--- src/rtl/soin_bpred_pkg.sv ---
// soin_bpred_pkg -- shared definitions for the branch-predictor update path.
//
// Contents:
//   - table geometry constants (index, counter and RAS-index widths)
//   - bit offsets of the fields packed into the 24-bit fetch meta word
//   - bp_entry_t: one pending predictor-table write {index, ctr_byte, be}
//   - lane_onehot(): byte-enable lane decode
package soin_bpred_pkg;

    localparam int BP_IDX_W     = 8;
    localparam int BP_CTR_W     = 2;
    localparam int BP_RAS_IDX_W = 4;
    localparam int BP_BYTE_W    = 8;
    localparam int BP_BE_W      = 4;

    // Fetch meta layout: [7:0] table index, [15:8] counter byte, [23:20] RAS index.
    localparam int META_W        = 24;
    localparam int META_IDX_LSB  = 0;
    localparam int META_BYTE_LSB = 8;
    localparam int META_RAS_LSB  = 20;

    // A pending table write. The counter byte holds four 2-bit counters.
    typedef struct packed {
        logic [BP_IDX_W-1:0]  index;
        logic [BP_BYTE_W-1:0] ctr_byte;
        logic [BP_BE_W-1:0]   be;
    } bp_entry_t;

    localparam int BP_ENTRY_W = $bits(bp_entry_t);

    // Decode a 2-bit lane number into a one-hot byte enable.
    function automatic logic [BP_BE_W-1:0] lane_onehot(input logic [1:0] lane);
        logic [BP_BE_W-1:0] be;
        case (lane)
            2'd0:    be = 4'b0001;
            2'd1:    be = 4'b0010;
            2'd2:    be = 4'b0100;
            2'd3:    be = 4'b1000;
            default: be = 4'b0000;
        endcase
        return be;
    endfunction

endpackage

--- src/rtl/soin_bpred_ctr_update.sv ---
// soin_bpred_ctr_update -- replaces one 2-bit saturating counter in a byte.
//
// Ports:
//   byte_in  [7:0] : counter byte holding four 2-bit counters
//   k        [1:0] : which counter to update (bits [2k+1:2k])
//   taken          : resolved direction; taken increments, not-taken decrements
//   byte_out [7:0] : byte_in with counter k saturating-updated
module soin_bpred_ctr_update
    import soin_bpred_pkg::*;
(
    input  logic [BP_BYTE_W-1:0] byte_in,
    input  logic [1:0]           k,
    input  logic                 taken,
    output logic [BP_BYTE_W-1:0] byte_out
);

    logic [BP_CTR_W-1:0] ctr_s;
    logic [BP_CTR_W-1:0] ctr_next_s;

    // Extract the selected counter field.
    always_comb begin
        ctr_s = 2'd0;
        case (k)
            2'd0:    ctr_s = byte_in[1:0];
            2'd1:    ctr_s = byte_in[3:2];
            2'd2:    ctr_s = byte_in[5:4];
            2'd3:    ctr_s = byte_in[7:6];
            default: ctr_s = 2'd0;
        endcase
    end

    // Saturating increment on taken, saturating decrement on not-taken.
    always_comb begin
        ctr_next_s = ctr_s;
        if (taken) begin
            if (ctr_s == 2'd3) begin
                ctr_next_s = 2'd3;
            end else begin
                ctr_next_s = ctr_s + 2'd1;
            end
        end else begin
            if (ctr_s == 2'd0) begin
                ctr_next_s = 2'd0;
            end else begin
                ctr_next_s = ctr_s - 2'd1;
            end
        end
    end

    // Write the updated counter back into its field, leaving the others intact.
    always_comb begin
        byte_out = byte_in;
        case (k)
            2'd0:    byte_out[1:0] = ctr_next_s;
            2'd1:    byte_out[3:2] = ctr_next_s;
            2'd2:    byte_out[5:4] = ctr_next_s;
            2'd3:    byte_out[7:6] = ctr_next_s;
            default: byte_out      = byte_in;
        endcase
    end

endmodule

--- src/rtl/soin_bpred_update.sv ---
// soin_bpred_update -- branch resolution handling and predictor update queue.
//
// Resolved instructions from execute are checked for a misprediction (which
// produces a one-cycle registered redirect plus RAS recovery request) and, for
// branches, turned into a predictor-table write that is queued in a DEPTH-entry
// FIFO. The head of the FIFO drives the table write port and drains whenever
// the predictor is not stalling.
//
// Optional feature: define SOIN_BPU_COALESCE_EN to merge a new update into the
// tail entry when it targets the same index and byte lane.
//
// Ports:
//   clk, reset (sync, active-low)
//   in_valid/in_ready               : input handshake
//   in_is_branch, in_taken, in_pred_dir, in_pc, in_target, in_pred_target, in_meta
//   redirect_valid, redirect_pc, recover_ras, recover_ras_index : registered
//   wr_en, wr_index, wr_data, wr_be : predictor table write port (queue head)
//   bpredictor_stall                : holds the queue head
//   occupancy                       : current queue entry count
module soin_bpred_update
    import soin_bpred_pkg::*;
#(
    parameter int DEPTH = 4
) (
    input  logic                      clk,
    input  logic                      reset,
    input  logic                      in_valid,
    output logic                      in_ready,
    input  logic                      in_is_branch,
    input  logic                      in_taken,
    input  logic                      in_pred_dir,
    input  logic [31:0]               in_pc,
    input  logic [31:0]               in_target,
    input  logic [31:0]               in_pred_target,
    input  logic [META_W-1:0]         in_meta,
    output logic                      redirect_valid,
    output logic [31:0]               redirect_pc,
    output logic                      recover_ras,
    output logic [BP_RAS_IDX_W-1:0]   recover_ras_index,
    output logic                      wr_en,
    output logic [BP_IDX_W-1:0]       wr_index,
    output logic [BP_BYTE_W-1:0]      wr_data,
    output logic [BP_BE_W-1:0]        wr_be,
    input  logic                      bpredictor_stall,
    output logic [$clog2(DEPTH):0]    occupancy
);

    localparam int PTR_W = $clog2(DEPTH);
    localparam int OCC_W = $clog2(DEPTH) + 1;

    bp_entry_t            mem_r [DEPTH];
    logic [PTR_W-1:0]     rd_ptr_r;
    logic [PTR_W-1:0]     wr_ptr_r;
    logic [OCC_W-1:0]     occ_r;

    logic                 accept_s;
    logic                 br_acc_s;
    logic                 miss_s;
    logic                 enq_s;
    logic                 deq_s;
    logic                 merge_s;
    logic [1:0]           k_s;
    logic [BP_BE_W-1:0]   be_s;
    logic [BP_IDX_W-1:0]  meta_idx_s;
    logic [BP_BYTE_W-1:0] meta_byte_s;
    logic [BP_BYTE_W-1:0] base_byte_s;
    logic [BP_BYTE_W-1:0] new_byte_s;
    bp_entry_t            new_entry_s;
    bp_entry_t            head_s;
    logic                 unused_meta_s;

    assign meta_idx_s  = in_meta[META_IDX_LSB +: BP_IDX_W];
    assign meta_byte_s = in_meta[META_BYTE_LSB +: BP_BYTE_W];
    assign unused_meta_s = ^in_meta[META_RAS_LSB-1:META_BYTE_LSB+BP_BYTE_W];

    // in_ready comes from registered occupancy only, never from this cycle's dequeue.
    assign in_ready  = (occ_r < OCC_W'(DEPTH));
    assign occupancy = occ_r;

    assign accept_s = in_valid & in_ready;
    assign br_acc_s = accept_s & in_is_branch;
    assign miss_s   = in_is_branch &
                      ((in_taken != in_pred_dir) | (in_taken & (in_target != in_pred_target)));

    assign k_s  = in_pc[3:2];
    assign be_s = lane_onehot(in_pc[5:4]);

    assign head_s   = mem_r[rd_ptr_r];
    assign wr_index = head_s.index;
    assign wr_data  = head_s.ctr_byte;
    assign wr_be    = head_s.be;
    assign wr_en    = (occ_r != {OCC_W{1'b0}}) & ~bpredictor_stall;
    assign deq_s    = wr_en;

`ifdef SOIN_BPU_COALESCE_EN
    logic [PTR_W-1:0] tail_ptr_s;
    bp_entry_t        tail_s;
    logic             tail_deq_s;

    assign tail_ptr_s = wr_ptr_r - PTR_W'(1);
    assign tail_s     = mem_r[tail_ptr_s];
    // The tail is only leaving this edge when it is also the head.
    assign tail_deq_s = deq_s & (occ_r == OCC_W'(1));
    assign merge_s    = br_acc_s & (occ_r != {OCC_W{1'b0}}) &
                        (tail_s.index == meta_idx_s) & (tail_s.be == be_s) & ~tail_deq_s;
    // A merge continues counting from the queued byte, not the stale fetch copy.
    assign base_byte_s = merge_s ? tail_s.ctr_byte : meta_byte_s;
`else
    assign merge_s     = 1'b0;
    assign base_byte_s = meta_byte_s;
`endif

    assign enq_s = br_acc_s & ~merge_s;

    soin_bpred_ctr_update u_ctr_update (
        .byte_in  (base_byte_s),
        .k        (k_s),
        .taken    (in_taken),
        .byte_out (new_byte_s)
    );

    assign new_entry_s = {meta_idx_s, new_byte_s, be_s};

    // Queue storage: allocate at the write pointer or merge into the tail.
    always_ff @(posedge clk) begin
        if (!reset) begin
            for (int i = 0; i < DEPTH; i++) begin
                mem_r[i] <= {BP_ENTRY_W{1'b0}};
            end
        end else begin
            if (enq_s) begin
                mem_r[wr_ptr_r] <= new_entry_s;
            end
`ifdef SOIN_BPU_COALESCE_EN
            else if (merge_s) begin
                mem_r[tail_ptr_s].ctr_byte <= new_byte_s;
            end
`endif
        end
    end

    // Pointers wrap naturally at DEPTH (power of two); occupancy tracks enq/deq.
    always_ff @(posedge clk) begin
        if (!reset) begin
            rd_ptr_r <= {PTR_W{1'b0}};
            wr_ptr_r <= {PTR_W{1'b0}};
            occ_r    <= {OCC_W{1'b0}};
        end else begin
            if (enq_s) begin
                wr_ptr_r <= wr_ptr_r + PTR_W'(1);
            end
            if (deq_s) begin
                rd_ptr_r <= rd_ptr_r + PTR_W'(1);
            end
            case ({enq_s, deq_s})
                2'b10:   occ_r <= occ_r + OCC_W'(1);
                2'b01:   occ_r <= occ_r - OCC_W'(1);
                default: occ_r <= occ_r;
            endcase
        end
    end

    // Registered redirect and RAS recovery, valid for the single cycle after acceptance.
    always_ff @(posedge clk) begin
        if (!reset) begin
            redirect_valid    <= 1'b0;
            redirect_pc       <= 32'd0;
            recover_ras       <= 1'b0;
            recover_ras_index <= {BP_RAS_IDX_W{1'b0}};
        end else begin
            redirect_valid <= br_acc_s & miss_s;
            recover_ras    <= br_acc_s & miss_s;
            if (br_acc_s) begin
                redirect_pc       <= in_taken ? in_target : (in_pc + 32'd4);
                recover_ras_index <= in_meta[META_RAS_LSB +: BP_RAS_IDX_W];
            end
        end
    end

endmodule

--- config.mk ---
export PLATFORM = sky130hd
export DESIGN_NAME = soin_bpred_update
export DESIGN_NICKNAME = d
export VERILOG_FILES = /design/src/rtl/soin_bpred_pkg.sv /design/src/rtl/soin_bpred_ctr_update.sv /design/src/rtl/soin_bpred_update.sv
export SDC_FILE = /design/constraint.sdc
export NUM_CORES = 1
export LEC_CHECK = 0
export CORE_ASPECT_RATIO = 0.6
export CORE_MARGIN = 8
export CORE_UTILIZATION = 40
export DETAILED_ROUTE_END_ITERATION = 16
export GPL_TIMING_DRIVEN = 0
export PLACE_DENSITY = 0.65
export SLEW_MARGIN = 30
export SYNTH_ARGS = -nofsm -noshare
export SYNTH_HDL_FRONTEND = slang
export SYNTH_SLANG_ARGS = --single-unit
export TNS_END_PERCENT = 10
--- constraint.sdc ---
create_clock -name clk -period 7.8 [get_ports clk]
set_clock_uncertainty 0.15 [all_clocks]
set_input_delay 2.34 -clock clk [delete_from_list [all_inputs] [get_ports clk]]
set_output_delay 2.34 -clock clk [all_outputs]
set_load 0.05 [all_outputs]
After elaboration in Yosys (flattened, before gate mapping) --
Memories as Yosys holds them, arrays and structs flattened. A register that Yosys moved wholly into a read port is not among the register bits. Index checks and enable logic that the tools add are counted.
Storage, ports and cells: register bits after elaboration 44, RAM bits 80, output and inout port bits 63, logic and storage cells 60, memories kept 1
Operators by class: $add $sub $neg 7, $lt $le $gt $ge 1, eq/ne operators 11, mux-type cells 20, bitwise logic cells 8, reductions and logical operators 6
Memories:
- mem_r | words 4, bits a word 20, rd ports 1, clocked after Yosys merged registers in 1, wr ports 4, RTL line soin_bpred_update.sv:51 | bp_entry_t mem_r [DEPTH];
Operators with widths (number):
- $add 32x3->32 const B | 1
- $mux 32 | 1
- $ne 32x32->1 | 1
- $mux 2 | 10
- $mux 20 | 1
- $reduce_or 20->1 | 1
- $pmux 4 s4 | 1
- $eq 2x2->1 const B | 6
- $pmux 2 s4 | 1
- $add 2x1->2 const B | 3
- $and 1x1->1 | 6
- $eq 2x1->1 const B | 3
- $logic_not 2->1 | 3
- $pmux 3 s2 | 1
- $mux 1 | 5
- $add 3x1->3 const B | 1
- $lt 3x3->1 const B | 1
- $reduce_bool 3->1 | 1
- $sub 3x1->3 const B | 1
- $reduce_bool 2->1 | 1
- $sub 2x1->2 const B | 1
- $ne 1x1->1 | 1
- $not 1->1 | 1
- $or 1x1->1 | 1

Longest topological paths before layout --
Gate-level depths: netlist of run 1.
word-level depth 8, mapped depth 10

Hierarchy --
From an unflattened synthesis of run 1, not the netlist that was laid out.
Second synthesis, totals: cell total of the unflattened synthesis 619, area, all modules 6628.9 um^2
By module, submodules not included:
- soin_bpred_update | instances 1, cells each 596, area each 6414.9 um^2, seq. area each 3323.2 um^2
- soin_bpred_ctr_update | instances 1, cells each 23, area each 214.0 um^2, seq. area each 0.0 um^2

Least setup slack after synthesis of run 1 --
OpenSTA, ideal clock, no wires.
path kind in2out, start point in bpredictor_stall, end point out wr_en, data arrival time 3.293 ns, slack 2.017 ns, stages on the path 1, path buffers 0, cells stage by stage a31oi_1
Between the ends: longest elaborated chain between the ends 2
Ends and longest elaborated chain:
- start, declared | RTL line soin_bpred_update.sv:44 | input logic bpredictor_stall,
- $not 1->1 | RTL line soin_bpred_update.sv:92 | assign wr_en = (occ_r != {OCC_W{1'b0}}) & ~bpredictor_stall;
- $and 1x1->1 | RTL line soin_bpred_update.sv:92
- end, declared | RTL line soin_bpred_update.sv:40 | output logic wr_en,
Every way passes these cells.

Worst setup path in the final report of run 1 --
Same ends and word-level chain as after synthesis.

==> results of run 1 <==
## how the worst max path moves through the flow
stage | from | end | slack (ns) | cells past startpoint
after floorplan | bpredictor_stall | wr_en | 2.02 | 1
after global placement | in_is_branch | mem_r[1][4] | 0.71 | 6
after detailed placement | bpredictor_stall | wr_en | 1.20 | 3
after CTS | bpredictor_stall | wr_en | 1.20 | 3
after global routing | bpredictor_stall | wr_en | 1.12 | 3
final | bpredictor_stall | wr_en | 1.15 | 3
## power by group
| group | internal, W | switching (W) |
|---|---|---|
| Combinational | 0.000282 | 0.000452 |
| Sequential | 0.000765 | 0.0000257 |
| Clock | 0.000449 | 0.000327 |
| Total | 0.00150 | 0.000804 |
## area by class of cell
class                           instances  area [µm²]  share of cell area
Clock buffer                           17       425.4             0.04632
Multi-Input combinational cell        419        2889              0.3145
Buffer                                 35       177.7             0.01934
Clock inverter                         15       148.9             0.01621
Tap cell                              209       261.5             0.02847
Timing Repair Buffer                  185        1862              0.2027
Sequential cell                       126        3323              0.3618
Inverter                               26       97.59             0.01063
## cells in the final DEF (no fill, tap or decap), types with 5 or more instances in the layout
cell type and n:
sky130_fd_sc_hd__mux2i_1 5, sky130_fd_sc_hd__dfxtp_1 46, sky130_fd_sc_hd__inv_1 26, sky130_fd_sc_hd__nor2_1 63, sky130_fd_sc_hd__mux4_2 20, sky130_fd_sc_hd__xnor2_1 16
sky130_fd_sc_hd__nor3_1 38, sky130_fd_sc_hd__ha_1 6, sky130_fd_sc_hd__nand4_1 14, sky130_fd_sc_hd__a31oi_1 7, sky130_fd_sc_hd__o22ai_1 15, sky130_fd_sc_hd__o21ai_0 11
sky130_fd_sc_hd__nand3_1 22, sky130_fd_sc_hd__clkdlybuf4s50_1 183, sky130_fd_sc_hd__and3_1 18, sky130_fd_sc_hd__nand2_1 44, sky130_fd_sc_hd__and2_1 9, sky130_fd_sc_hd__buf_6 5
sky130_fd_sc_hd__clkbuf_16 17, sky130_fd_sc_hd__inv_6 9, sky130_fd_sc_hd__or3_1 6, sky130_fd_sc_hd__clkbuf_1 21, sky130_fd_sc_hd__edfxtp_1 80, sky130_fd_sc_hd__xor2_1 48
sky130_fd_sc_hd__nor4_1 8, sky130_fd_sc_hd__a21oi_1 27
## synthesized netlist by cell type, types with 3 or more instances
| library cell | n |
|---|---|
| sky130_fd_sc_hd__edfxtp_1 | 80 |
| sky130_fd_sc_hd__nor2_1 | 63 |
| sky130_fd_sc_hd__xor2_1 | 48 |
| sky130_fd_sc_hd__dfxtp_1 | 46 |
| sky130_fd_sc_hd__nand2_1 | 46 |
| sky130_fd_sc_hd__nor3_1 | 39 |
| sky130_fd_sc_hd__a21oi_1 | 27 |
| sky130_fd_sc_hd__inv_1 | 26 |
| sky130_fd_sc_hd__nand3_1 | 22 |
| sky130_fd_sc_hd__clkbuf_1 | 21 |
| sky130_fd_sc_hd__mux4_2 | 20 |
| sky130_fd_sc_hd__and3_1 | 18 |
| sky130_fd_sc_hd__xnor2_1 | 16 |
| sky130_fd_sc_hd__o22ai_1 | 15 |
| sky130_fd_sc_hd__nand4_1 | 14 |
| sky130_fd_sc_hd__o21ai_0 | 13 |
| sky130_fd_sc_hd__and2_1 | 9 |
| sky130_fd_sc_hd__nor4_1 | 8 |
| sky130_fd_sc_hd__a31oi_1 | 7 |
| sky130_fd_sc_hd__ha_1 | 6 |
| sky130_fd_sc_hd__or3_1 | 6 |
| sky130_fd_sc_hd__buf_6 | 5 |
| sky130_fd_sc_hd__mux2i_1 | 5 |
| sky130_fd_sc_hd__a211oi_1 | 4 |
| sky130_fd_sc_hd__and2_4 | 4 |
| sky130_fd_sc_hd__buf_1 | 4 |
| sky130_fd_sc_hd__buf_2 | 4 |
| sky130_fd_sc_hd__o211ai_1 | 4 |
| sky130_fd_sc_hd__and4_1 | 3 |
| sky130_fd_sc_hd__nand2b_1 | 3 |
| sky130_fd_sc_hd__o31ai_1 | 3 |
## flip-flops by register name, summed over array words and instances, names as in the netlist, named ones only
| name | flops |
|---|---|
| occupancy | 3 |
| recover_ras | 1 |
| rd_ptr_r | 2 |
| redirect_pc | 32 |
| recover_ras_index | 4 |
| wr_ptr_r | 2 |
| mem_r | 80 |
## metal layers
layer  global-route usage  up-vias  share of wire
met4              0.06025        2         0.0092
met3              0.04975       21          0.066
met2               0.3292      207           0.44
met1               0.3188     2843           0.49
li1                     -     2626              -
met5                    0        -        0.00057
## cells by family after synthesis
| family | Yosys count | synth area share |
|---|---|---|
| flops | 126 | 0.5148 |
| simple gates | 242 | 0.1872 |
| fa+ha+maj | 8 | 0.01648 |
| mux | 25 | 0.07753 |
| buf+inv | 61 | 0.04264 |
| compound gates | 80 | 0.07443 |
| xor+xnor | 64 | 0.08684 |
## worst min-delay path, delay by kind of cell, from the launching register on
kind / cells / cell delay [ns]
and+or+nand+nor: 2 / 0.10
DFF: 1 / 0.32
## per-stage QoR
stage | cells | hold slack (ns) | utilization
final | 1032 | 0.3047 | 0.5744
after global routing | 1032 | 0.3270 | 0.5744
after CTS | 1032 | 0.3080 | 0.5743
after detailed placement | 1000 | 0.2955 | 0.5383
after global placement | 998 | 0.2877 | 0.5346
after floorplan | 606 | 0.3347 | -
==> impl_summary.log, run 1 <==
INFO  metric hp-class = flop to flop
INFO  metric dp_hpwl = between 15000 and 20000 µm
INFO  metric crit_slowest_cell = sky130_fd_sc_hd__clkdlybuf4s50_1
INFO  metric critPathCaptureType = output pin
INFO  metric tritoncts = done
INFO  metric floorplan.io_pins = 190
INFO  metric detailedPlace.worstSlack = about 1.2 ns
INFO  metric syn_inst = about 610
INFO  metric path_max_fanout = 4
INFO  metric power.density_cell_area = ~250 nW/µm²
INFO  metric start_util = 0.4037
INFO  metric die_area = about 20000 µm²
INFO  metric cts-buffers-inserted = 17
INFO  metric criticalPathCategory = input port to output pin
INFO  metric worst_slack = 1.153 ns
INFO  metric num-fill-cells = 1338
INFO  metric yosysWarnings = 0
INFO  metric holdCritStartpoint = redirect_pc[22]
INFO  metric synth-seq-area-share = 0.5148
INFO  metric vias = around 5.7k
INFO  metric clk_pin_slew_worst_paths = 0.06 ns
INFO  metric globalRouteOverflowTotal = 0
INFO  metric die-height = 114.4 µm
INFO  metric period_share = 0.8522
INFO  metric synth_top_flop_cell = sky130_fd_sc_hd__edfxtp_1
INFO  metric grt_setup_unrepaired = false
INFO  metric final_setup_viols = 0
INFO  metric async_flop_share = 0
INFO  metric clock_tree.buffer_depth = 2
INFO  metric synth_largest_area_cell = sky130_fd_sc_hd__edfxtp_1
INFO  metric crit_path_cells = clkdlybuf4s50_1 -> a31oi_1 -> clkdlybuf4s50_1
INFO  metric post_drt_via_cell_ratio = 5.522
INFO  metric ff2ff_setup_slack = 4.21 ns
INFO  metric final_antenna_net_count = 0
INFO  metric timing.setup.tns = 0 ns
INFO  metric hold_buffers = 0
INFO  metric drtIter0Drc = between 500 and 600
INFO  metric total_power = approximately 0.0023 W
INFO  metric htreeDepth = 4
INFO  metric finalNetCount = 944
INFO  metric rr_worst_depth = 10
INFO  metric drc = 0
INFO  metric grt_first_pass_wirelength = roughly 34000 µm
INFO  metric antenna_found_initial = 1
INFO  metric r2r_end = occupancy[2]
INFO  metric synthesis.area = 6455 µm²
INFO  metric worstReg2RegStart = occupancy[2]
INFO  metric grt.total_usage = 0.2215
INFO  metric postSynthNetCount = 740
INFO  metric slew_violations = 0
INFO  metric post_synth_top_area_share = 0.3722
INFO  metric clk_latency = 0.42 ns
INFO  metric max_stage_delay = a little over 0.9 ns
INFO  metric worst_pin_slew = 0.7799 ns
INFO  metric wl_per_cell = 22.29 µm
INFO  metric drive_above_1_share = 0.09721
INFO  metric holdPathEnd = redirect_pc[22]
INFO  metric area_of_the_core_region = between 15000 and 20000 µm²
INFO  metric drt_pass1_iterations = 5
INFO  metric setup.worst_path.start_class = input port
INFO  metric clockRootBuffer = sky130_fd_sc_hd__clkbuf_16
INFO  metric total_non_filler_cell_area_in_the_finished_layout = 9185 µm²
INFO  metric ys_types = 46
INFO  metric cp_top_family = buffers and inverters
INFO  metric syn2layout_area_growth = 42.30%
INFO  metric status = finished clean
INFO  metric cts.repair_timing.setup_buffer_count = 0
INFO  metric io_buffers = 183
INFO  metric post_cts_resize_count = 0
INFO  metric synth.area.top_cells = sky130_fd_sc_hd__edfxtp_1, sky130_fd_sc_hd__dfxtp_1, sky130_fd_sc_hd__mux4_2
INFO  metric reported_leakage_power = approximately 3.4 nW
INFO  metric finalCriticalPeriod = 6.647 ns
INFO  metric worst_ep_arrival_time = 4.16 ns
INFO  metric cts_num_sinks = 126
INFO  metric finalWeightedCongestion = 0.9110
INFO  metric peakVddDrop = roughly 0.18 mV
INFO  metric worst-endpoint-required = 5.31 ns
INFO  metric ys_ff_latch = between 100 and 150
INFO  metric pin_count_of_the_biggest_net_entering_global_routing = 21
INFO  metric postRouteWirelength = 23010 µm
INFO  metric dpl_cell_area = about 8600 µm²
INFO  metric synth_edf_count = 80
INFO  metric max_clock_freq = between 0.15 and 0.2 GHz
INFO  metric cap_viol_max_count = 0
INFO  metric final_hold_viol_count = 0
INFO  metric critical_path.most_common_cell = sky130_fd_sc_hd__clkdlybuf4s50_1
INFO  metric min_delay_path_depth = 2
INFO  metric max_slew_margin = 0.4800
INFO  metric worstPathBufferInverterCount = 2
INFO  metric first_global_vias = 5609
INFO  metric diodes = 0
INFO  metric die_width = 180 µm
INFO  metric syn_avg_cell_area = between 10 and 15 µm²
INFO  metric floorplan.rows = 36
Power figures use the tool's default switching activity.
==> run 2: changes to the inputs <==
--- a/config.mk
+++ b/config.mk
@@ -7,10 +7,10 @@
 export LEC_CHECK = 0
 export CORE_ASPECT_RATIO = 0.6
 export CORE_MARGIN = 8
-export CORE_UTILIZATION = 40
+export CORE_UTILIZATION = 45
 export DETAILED_ROUTE_END_ITERATION = 16
 export GPL_TIMING_DRIVEN = 0
-export PLACE_DENSITY = 0.65
+export PLACE_DENSITY = 0.73
 export SLEW_MARGIN = 30
 export SYNTH_ARGS = -nofsm -noshare
 export SYNTH_HDL_FRONTEND = slang
==> run 2 against run 1 <==
  * Maximum frequency increased by 2.1%
  * Critical path depth unchanged
  * Global-route usage increased by 1.6 points
  * Setup slack improved by 0.14 ns
  * Final cell count decreased by 1.1%
  * Via count about the same
  * Non-clock buffer count unchanged
  * Register-to-register slack improved by 0.17 ns
  * Wire length decreased by 4.6%
==> impl_summary.log, run 2 (same netlist as run 1, synthesis figures left out) <==
INFO  metric status = finished clean
INFO  metric critical_path.most_common_cell = sky130_fd_sc_hd__clkdlybuf4s50_1
INFO  metric p_sw_frac = 0.3550
INFO  metric num-fill-cells = 1101
INFO  metric grt_setup_unrepaired = false
INFO  metric hold_buffers = 0
INFO  metric largest_register = mem_r
INFO  metric period_share = 0.8347
INFO  metric first_global_vias = 5837
INFO  metric clockRootBuffer = sky130_fd_sc_hd__clkbuf_16
INFO  metric final_setup_viols = 0
INFO  metric drt_pass1_iterations = 7
INFO  metric die_width = 170.6 µm
INFO  metric diodes = 0
INFO  metric clk_latency = 0.41 ns
INFO  metric final_hold_viol_count = 0
INFO  metric grt.total_usage = 0.2376
INFO  metric dpl_cell_area = about 8600 µm²
INFO  metric crit_slowest_cell = sky130_fd_sc_hd__clkdlybuf4s50_1
INFO  metric worst-endpoint-required = about 5.3 ns
INFO  metric max_stage_delay = 0.90 ns
INFO  metric ff2ff_setup_slack = 4.38 ns
INFO  metric htreeDepth = 4
INFO  metric antenna_found_initial = 1
INFO  metric vias = 5704
INFO  metric layout.cells.most_common_list = sky130_fd_sc_hd__clkdlybuf4s50_1, sky130_fd_sc_hd__edfxtp_1, sky130_fd_sc_hd__nor2_1
INFO  metric critPathCaptureType = output pin
INFO  metric wl_per_cell = 21.49 µm
INFO  metric cp_top_family = buffers and inverters
INFO  metric path_max_fanout = 4
INFO  metric setup.worst_path.start_class = input port
INFO  metric postRouteWirelength = around 22000 µm
INFO  metric die-height = 108.8 µm
INFO  metric power.combinational.fraction = 0.320
INFO  metric cts-buffers-inserted = 17
INFO  metric sequential_cell_fraction_of_total_power = 0.347
INFO  metric area_of_the_core_region = 14250 µm²
INFO  metric crit_path_cells = clkdlybuf4s50_1 -> a31oi_1 -> clkdlybuf4s50_1
INFO  metric globalRouteOverflowTotal = 0
INFO  metric finalWeightedCongestion = 0.9132
INFO  metric finalCriticalPeriod = between 6 and 7 ns
INFO  metric r2r_end = occupancy[2]
INFO  metric pwr-share-clk = 0.333
INFO  metric worstReg2RegStart = occupancy[2]
INFO  metric grt_first_pass_wirelength = about 33000 µm
INFO  metric drtIter0Drc = 451
INFO  metric power_report.internal_total = 0.001468 W
INFO  metric cap_viol_max_count = 0
INFO  metric cts_num_sinks = 126
INFO  metric reg_top3 = mem_r x80, redirect_pc x32, recover_ras_index x4
INFO  metric finalNetCount = 944
INFO  metric clock_tree.buffer_depth = 2
INFO  metric holdPathEnd = recover_ras_index[0]
INFO  metric max_slew_margin = 0.5014
INFO  metric final_antenna_net_count = 0
INFO  metric max_clock_freq = 0.1536 GHz
INFO  metric die_area = 18560 µm²
INFO  metric power.density_cell_area = 248.1 nW/µm²
INFO  metric syn2layout_area_growth = 42.10%
INFO  metric dp_hpwl = 16930 µm
INFO  metric total_non_filler_cell_area_in_the_finished_layout = 9173 µm²
INFO  metric worst_ep_arrival_time = ~4 ns
INFO  metric drive_above_1_share = 0.09721
INFO  metric criticalPathCategory = input port to output pin
INFO  metric clk_pin_slew_worst_paths = ~0.06 ns
INFO  metric timing.setup.tns = 0 ns
INFO  metric worst_pin_slew = 0.7479 ns
INFO  metric rr_worst_depth = 10
INFO  metric peakVddDrop = 0.1351 mV
INFO  metric post_drt_via_cell_ratio = 5.587
INFO  metric reported_leakage_power = ~3.4 nW
INFO  metric slew_violations = 0
INFO  metric pin_count_of_the_biggest_net_entering_global_routing = 21
INFO  metric most_common_cell_after_layout_fill_and_taps_aside = sky130_fd_sc_hd__clkdlybuf4s50_1
INFO  metric p_sw = 0.0008078 W
INFO  metric hold_slack = 0.3111 ns
INFO  metric holdCritStartpoint = recover_ras_index[0]
INFO  metric floorplan.rows = 34
INFO  metric max_reg_flops = 80
INFO  metric io_buffers = between 150 and 200
INFO  metric post_cts_resize_count = 0
INFO  metric start_util = 0.4529
INFO  metric cts.repair_timing.setup_buffer_count = 0
INFO  metric hp-class = flop to flop
INFO  metric drc = 0
INFO  metric total_power = 0.002276 W
INFO  metric tritoncts = done
INFO  metric worstPathBufferInverterCount = 2
INFO  metric floorplan.io_pins = 190
INFO  metric min_delay_path_depth = 2
INFO  metric critical_path_depth = 3
[run 2: changes by cell type in the layout (fill, tap and decap cells not counted), sizes merged]
cell	change
clkinvlp	+1
inv	+1
bufinv	-1
clkinv	-1
[run 2: worst max-delay path by stage]
stage / start / end / slack [ns]
after detailed placement: bpredictor_stall / wr_en / 1.30
after floorplan: bpredictor_stall / wr_en / 2.02
after CTS: bpredictor_stall / wr_en / 1.29
after global placement: in_valid / mem_r[1][16] / 0.71
after global routing: bpredictor_stall / wr_en / 1.25
final: bpredictor_stall / wr_en / 1.29
[run 2: power groups by stage]
stage	clock [W]	sequential, W	combinational (W)
after global placement	0	0.000801	0.000716
final	0.000757	0.000790	0.000728
after detailed placement	0	0.000804	0.000728
after floorplan	0	0.000871	0.000381
after global routing	0.000798	0.000795	0.000769
after CTS	0.000766	0.000790	0.000732
[run 2: stage by stage]
stage / setup WS (ns) / util / instances
after floorplan: 2.017 / - / 606
final: 1.289 / 0.6436 / 1021
after detailed placement: 1.303 / 0.6041 / 989
after CTS: 1.291 / 0.6436 / 1021
after global routing: 1.252 / 0.6436 / 1021
after global placement: 0.7052 / 0.5989 / 987
[run 2: cell type report]
cell class / instances / area, µm² / area share
inverters: 26 / 97.59 / 0.01064
multi-input cells: 419 / 2889 / 0.3150
clock inverters: 15 / 137.6 / 0.01500
well taps: 198 / 247.7 / 0.02701
plain buffers: 35 / 177.7 / 0.01937
clock buffers: 17 / 425.4 / 0.04638
flip-flops and latches: 126 / 3323 / 0.3623
repair buffers: 185 / 1874 / 0.2043
[run 2: worst min-delay path, delay by kind of cell, from the launching register on]
kind,cells,cell delay (ns)
DFF,1,0.31
AOI/OAI and AO/OA,1,0.06
and+or+nand+nor,1,0.05
[run 2: per-layer routing]
metal,wire (µm),global-route usage,vias up
met5,13,0,-
met4,198,0.06293,2
met3,2287,0.07990,20
met2,9570,0.3565,267
met1,9870,0.3255,2792
li1,-,-,2623
==> run 3: changes to the inputs <==
==> constraint.sdc (replaced) <==
create_clock -name clk -period 6.1 [get_ports clk]
set_clock_uncertainty 0.15 [all_clocks]
set_input_delay 1.83 -clock clk [delete_from_list [all_inputs] [get_ports clk]]
set_output_delay 1.83 -clock clk [all_outputs]
set_load 0.05 [all_outputs]
==> results of run 3 <==
The final DEF is identical to that of run 2. Status: finished clean.
Among the figures that moved: setup slack after placement 1.303 ns -> 0.6228 ns; setup slack after layout 1.289 ns -> 0.6090 ns; register-to-register setup slack 4.38 ns -> 2.68 ns; total power 0.002276 W -> 0.002910 W; worst IR drop on VDD 0.1351 mV -> 0.1727 mV
